**src/rtl/mult_ctrl_if.sv**
```systemverilog
// Handshake/bus bundle between the mult_ctrl sequencer, its requester and the iterative multiplier.
// slave = sequencer view; master = requester/multiplier view.
interface mult_ctrl_if #(
    parameter int WIDTH = 32
);
    logic             ctrl_mult;
    logic [WIDTH-1:0] data_operandA;
    logic [WIDTH-1:0] data_operandB;
    logic [WIDTH-1:0] mult_multiplicand;
    logic [WIDTH-1:0] mult_multiplier;
    logic [31:0]      mult_count;
    logic [WIDTH-1:0] mult_product;
    logic             mult_overflow;
    logic [WIDTH-1:0] data_result;
    logic             data_exception;
    logic             data_resultRDY;
    logic             busy;

    modport slave (
        input  ctrl_mult, data_operandA, data_operandB, mult_product, mult_overflow,
        output mult_multiplicand, mult_multiplier, mult_count,
               data_result, data_exception, data_resultRDY, busy
    );

    modport master (
        output ctrl_mult, data_operandA, data_operandB, mult_product, mult_overflow,
        input  mult_multiplicand, mult_multiplier, mult_count,
               data_result, data_exception, data_resultRDY, busy
    );
endinterface

```
**src/rtl/mult_ctrl.sv**
```systemverilog
// Sequencer around the iterative multiplier: latches operands on start, steps the count, captures the product.
// Result pulses ready MULT_CYCLES edges after start; a new start at any time aborts and restarts (no backpressure).
module mult_ctrl #(
    parameter int WIDTH       = 32,
    parameter int MULT_CYCLES = 17
) (
    input  logic       clock,
    input  logic       reset,
    mult_ctrl_if.slave bus
);
    typedef enum logic [1:0] {
        IDLE = 2'd0,
        RUN  = 2'd1,
        DONE = 2'd2
    } state_t;

    localparam logic [31:0] LAST_COUNT = 32'(MULT_CYCLES - 1);

    state_t           state_q, state_d;
    logic [WIDTH-1:0] mcand_q, mcand_d;
    logic [WIDTH-1:0] mplier_q, mplier_d;
    logic [WIDTH-1:0] result_q, result_d;
    logic [31:0]      count_q, count_d;
    logic             exc_q, exc_d;
    logic             rdy_q, rdy_d;
    logic             busy_q, busy_d;

    always_comb begin
        state_d  = state_q;
        mcand_d  = mcand_q;
        mplier_d = mplier_q;
        result_d = result_q;
        count_d  = count_q;
        exc_d    = exc_q;
        rdy_d    = 1'b0;

        // A start wins over everything, including the capture edge.
        if (bus.ctrl_mult) begin
            mcand_d  = bus.data_operandA;
            mplier_d = bus.data_operandB;
            count_d  = 32'd0;
            state_d  = RUN;
        end else if (state_q == RUN) begin
            if (count_q == LAST_COUNT) begin
                result_d = bus.mult_product;
                exc_d    = bus.mult_overflow;
                rdy_d    = 1'b1;
                state_d  = DONE;
            end else begin
                count_d = count_q + 32'd1;
            end
        end

        busy_d = (state_d == RUN);
    end

    always_ff @(posedge clock or posedge reset) begin
        if (reset) begin
            state_q  <= IDLE;
            mcand_q  <= '0;
            mplier_q <= '0;
            result_q <= '0;
            count_q  <= '0;
            exc_q    <= 1'b0;
            rdy_q    <= 1'b0;
            busy_q   <= 1'b0;
        end else begin
            state_q  <= state_d;
            mcand_q  <= mcand_d;
            mplier_q <= mplier_d;
            result_q <= result_d;
            count_q  <= count_d;
            exc_q    <= exc_d;
            rdy_q    <= rdy_d;
            busy_q   <= busy_d;
        end
    end

    assign bus.mult_multiplicand = mcand_q;
    assign bus.mult_multiplier   = mplier_q;
    assign bus.mult_count        = count_q;
    assign bus.data_result       = result_q;
    assign bus.data_exception    = exc_q;
    assign bus.data_resultRDY    = rdy_q;
    assign bus.busy              = busy_q;
endmodule
```
**src/flat_wrapper.sv**
```systemverilog
// flat-port wrapper written by rule: the top's interface ports become plain ports
module mult_ctrl_flat 
#(
    parameter int WIDTH       = 32,
    parameter int MULT_CYCLES = 17
)
  (clock, reset, bus_ctrl_mult, bus_data_operandA, bus_data_operandB, bus_mult_product, bus_mult_overflow, bus_mult_multiplicand, bus_mult_multiplier, bus_mult_count, bus_data_result, bus_data_exception, bus_data_resultRDY, bus_busy);
  mult_ctrl_if #(.WIDTH(WIDTH)) bus_i ();
  input  logic clock;
  input  logic reset;
  input wire logic [$bits(bus_i.ctrl_mult)-1:0] bus_ctrl_mult;
  input wire logic [$bits(bus_i.data_operandA)-1:0] bus_data_operandA;
  input wire logic [$bits(bus_i.data_operandB)-1:0] bus_data_operandB;
  input wire logic [$bits(bus_i.mult_product)-1:0] bus_mult_product;
  input wire logic [$bits(bus_i.mult_overflow)-1:0] bus_mult_overflow;
  output wire logic [$bits(bus_i.mult_multiplicand)-1:0] bus_mult_multiplicand;
  output wire logic [$bits(bus_i.mult_multiplier)-1:0] bus_mult_multiplier;
  output wire logic [$bits(bus_i.mult_count)-1:0] bus_mult_count;
  output wire logic [$bits(bus_i.data_result)-1:0] bus_data_result;
  output wire logic [$bits(bus_i.data_exception)-1:0] bus_data_exception;
  output wire logic [$bits(bus_i.data_resultRDY)-1:0] bus_data_resultRDY;
  output wire logic [$bits(bus_i.busy)-1:0] bus_busy;
  assign bus_i.ctrl_mult = bus_ctrl_mult;
  assign bus_i.data_operandA = bus_data_operandA;
  assign bus_i.data_operandB = bus_data_operandB;
  assign bus_i.mult_product = bus_mult_product;
  assign bus_i.mult_overflow = bus_mult_overflow;
  assign bus_mult_multiplicand = bus_i.mult_multiplicand;
  assign bus_mult_multiplier = bus_i.mult_multiplier;
  assign bus_mult_count = bus_i.mult_count;
  assign bus_data_result = bus_i.data_result;
  assign bus_data_exception = bus_i.data_exception;
  assign bus_data_resultRDY = bus_i.data_resultRDY;
  assign bus_busy = bus_i.busy;
  mult_ctrl #(.WIDTH(WIDTH), .MULT_CYCLES(MULT_CYCLES)) u_core (.clock(clock), .reset(reset), .bus(bus_i));
endmodule
```
**config.mk**
```make
export PLATFORM = sky130hd
export DESIGN_NAME = mult_ctrl_flat
export DESIGN_NICKNAME = d
export VERILOG_FILES = /design/src/rtl/mult_ctrl_if.sv /design/src/rtl/mult_ctrl.sv /design/src/flat_wrapper.sv
export SDC_FILE = /design/constraint.sdc
export NUM_CORES = 1
export LEC_CHECK = 0
export CAP_MARGIN = 20
export CORE_MARGIN = 2
export CORE_UTILIZATION = 43
export DETAILED_ROUTE_END_ITERATION = 7
export PLACE_DENSITY_LB_ADDON = 0.2
export SLEW_MARGIN = 5
export SYNTH_ARGS = -nofsm -noshare
export SYNTH_HDL_FRONTEND = slang
export SYNTH_SLANG_ARGS = --single-unit
```
**constraint.sdc**
```tcl
create_clock -name clock -period 4.9 [get_ports clock]
set_clock_uncertainty 0.1 [all_clocks]
set_input_delay 0.735 -clock clock [delete_from_list [all_inputs] [get_ports clock]]
set_output_delay 0.735 -clock clock [all_outputs]
set_load 0.02 [all_outputs]
```
==> impl_metrics.csv <==
group,metric,value,unit
detailed_routing,dr.pass1.iters,4,
critical_path,endpoint_kind,"flop",
final_layout,layout.cells.non_filler,824,
critical_path,cpLargestDelayFamily,"compound AO/OA/AOI/OAI gates",
logic_synthesis,syn-mean-instance-area,13.8,sq um
logic_synthesis,netlist_area,5530,sq um
logic_synthesis,synth_top_area_share,60.2,%
floorplanning,die_w,117,um
logic_synthesis,ys.flop_type,"dfrtp_1",
final_layout,drive_above_1_share,22.5,%
logic_synthesis,synth.most_common_cell,"dfrtp_1",
clocking,ctsHoldBuffers,0,
detailed_routing,route.detailed.drc,0,
floorplanning,io_pins,231,
detailed_routing,drt_iter0_markers,155,
logic_synthesis,synthArstFlopShare,100,%
grt,grt_pass1_wl,23800,um
clocking,cts.sinks,133,
final_layout,multi_input_area,2080,sq um
clocking,cts_tree,"yes",
critical_path,critical_path_arrival,2900,ps
clocking,root_buffer,"clkbuf_16",
detailed_routing,postRouteWirelength,14400,um
grt,gr-usage-met2,36.5,%
pwr,power.total,3.10,mW
clocking,clk_pin_slew_worst_paths,60,ps
logic_synthesis,synth_cell_types,39,
clocking,post_cts_buffers,0,
clocking,postCtsResizedCells,0,
place,hpwl,10500,um
pwr,pwr_density_cell,357,nW/um^2
timing,hold_slack,388,ps
final_layout,fill_cells,921,
worst_hold_path,holdCritPathClass,"reg2reg",
grt,use_met1,24.7,%
timing,rsz0062_at_grt,"no",
grt,grt_most_used_layer,"met2",
grt,grt_max_degree,60,
detailed_routing,ant_nets,0,
place,port_buffers,230,
flow_run,cap_violations,0,
clocking,cts_max_path_buffers,2,
timing,hold_violations,0,
place,dp_slack,2170,ps
critical_path,regToRegSetupSlack,2190,ps
critical_path,crit_required,5090,ps
place,placedInstanceArea,8000,sq um
critical_path,crit_path_max_incr_delay,700,ps
logic_synthesis,yosys-top-cells-count,"133 x dfrtp_1, 96 x mux2_2, 26 x nor2_1",
timing,finalCritPeriodShare,55.3,%
critical_path,rr_endpoint,"u_core.bus.mult_count[15]",
floorplanning,core,12600,sq um
final_layout,num_antenna_cells,0,
place,dp.cells,792,
logic_synthesis,synth_area_leaders,"dfrtp_1 60%, mux2_2 20%, xor2_1 2.5%",
critical_path,reg2reg_from,"u_core.bus.mult_count[0]",
pwr,vdd_drop_max,0.264,mV
status,status,"finished, final reports clean",
timing,fin_ws,2190,ps
final_layout,final_core_util,69.1,%
worst_hold_path,worst_hold_path.endpoint,"u_core.bus.data_result[23]",
critical_path,path_cells,"inv_1 -> ha_1 -> nor4b_1 -> nand4_2 -> o21ai_0 -> buf_4 -> nor3_1 -> mux2_2",
place,globalplace.congestion,0.882,
logic_synthesis,synth-seq-cells,133,
final_layout,fin_area,8680,sq um
detailed_routing,vias,4184,
grt,track_usage,21.7,%
timing,setup_viol,0,
logic_synthesis,syn_nets,503,
timing,maxSlewViolCount,0,
floorplanning,initial_core_util,44.0,%
pwr,total_leakage_power,3.63,nW
timing,worstMarginPinSlew,815,ps
grt,grtUsageMet3,8.85,%
final_layout,register_area,3330,sq um
timing,tns,0,ps
grt,antenna_found_initial,0,
worst_hold_path,whs_path_depth,1,
logic_synthesis,ys_seq_area_share,60.2,%
final_layout,final_nets,741,
critical_path,path_buf_inv,2,
grt,grt_overflow,0,
logic_synthesis,yosysTopAreaCell,"dfrtp_1",
timing,slew_headroom,45.2,%
timing,max_freq,0.369,GHz
clocking,clock_latency,410,ps
critical_path,worstSetupPathType,"reg2reg",
logic_synthesis,yosys_warnings,0,
detailed_routing,viasPerCell,5.08,
worst_hold_path,worstHoldStart,"u_core.bus.data_result[23]",
timing,fin_crit,2710,ps
clocking,cts_made_buffers,17,
logic_synthesis,syn_inst,401,
critical_path,cp-start-kind,"flop",
floorplanning,row_count,41,
floorplanning,die_area,13800,sq um
clocking,htree_levels,4,
logic_synthesis,synth_edf_count,0,
critical_path,path_max_fanout,8,
critical_path,cp_slowest_cell,"o21ai_0",
detailed_routing,wl_per_cell,17.5,um
grt,first_global_vias,4580,
critical_path,reg2reg_depth,8,
floorplanning,die_y,117,um
final_layout,syn_to_final_growth,57.0,%
## placed cells by master (no fill, tap or decap), types with 2 or more instances in the layout
cell / instances
a21oi_1: 5
o21ai_0: 6
nor2b_1: 3
clkbuf_8: 2
nand3_1: 12
ha_1: 2
buf_4: 6
nor3_1: 4
clkinvlp_4: 3
clkdlybuf4s50_1: 229
a21o_1: 2
xnor2_1: 4
or2_2: 5
o211ai_1: 4
or3_1: 5
nor4_1: 8
nand4_1: 11
mux2_1: 4
nor4_4: 3
bufinv_16: 6
xor2_1: 16
nand2_1: 6
nor2_1: 26
and4_1: 2
clkinv_4: 2
dfrtp_1: 133
o31ai_1: 4
clkbuf_16: 17
mux2_2: 96
inv_1: 8
and3_1: 4
## layer usage
metal | part of all wire (%) | up-vias | routed length, um
met4 | 1.9 | 0 | 279
met5 | 0 | - | 0
met2 | 50 | 176 | 7250
met1 | 38 | 2080 | 5520
met3 | 9.5 | 22 | 1370
li1 | - | 1906 | -
## worst register-to-register path: cells and delay by family (launching register included)
kind                       cells  cell delay (ps)
AOI/OAI and AO/OA              1              700
adders and majority gates      1              140
muxes                          1              260
DFF                            1              440
and+or+nand+nor                3              550
buffers and inverters          2              390
## final cells by class
type	count	share of cell area (%)
timing repair buffer	235	26.9
clock inverter	12	2.59
sequential	133	38.3
inverter	9	0.418
clock buffer	20	5.26
multi-input combinational	243	24.0
tap	172	2.48
## registers in the layout, indices dropped and copies added (netlist names)
name,flops
u_core.bus.busy,1
u_core.bus.data_exception,1
u_core.bus.data_result,32
u_core.bus.data_resultRDY,1
u_core.bus.mult_count,32
u_core.bus.mult_multiplicand,32
u_core.bus.mult_multiplier,32
u_core.state_q,2
## worst max path at each step
stage / from / to / cells after the start
4_1_cts: u_core.bus.mult_count[0] / u_core.bus.mult_count[15] / 8
2_1_floorplan: reset / u_core.bus.busy / 1
3_3_place_gp: u_core.bus.mult_count[0] / u_core.bus.mult_count[15] / 8
3_5_place_dp: u_core.bus.mult_count[0] / u_core.bus.mult_count[15] / 8
6_report: u_core.bus.mult_count[0] / u_core.bus.mult_count[15] / 8
5_1_grt: u_core.bus.mult_count[0] / u_core.bus.mult_count[15] / 8
## cells by family (layout without fill, tap and decap cells)
group / count (synthesis) / after routing / share of synthesized area (%)
AO/OA/AOI/OAI: 22 / 22 / 2.58
buffers and inverters: 25 / 276 / 2.13
multiplexers: 101 / 101 / 20.5
AND/OR/NAND/NOR: 98 / 98 / 11.0
XOR/XNOR: 20 / 20 / 3.17
adder cells (fa/ha/maj): 2 / 2 / 0.452
flip-flops: 133 / 133 / 60.2
## report_power, final
| part | internal [mW] | switching, mW | leakage, nW |
|---|---|---|---|
| sequential | 1.17 | 0.0406 | 1.66 |
| combinational | 0.251 | 0.198 | 1.64 |
| clock | 0.982 | 0.461 | 0.322 |
| total | 2.40 | 0.699 | 3.63 |
Power figures use the tool's default switching activity.
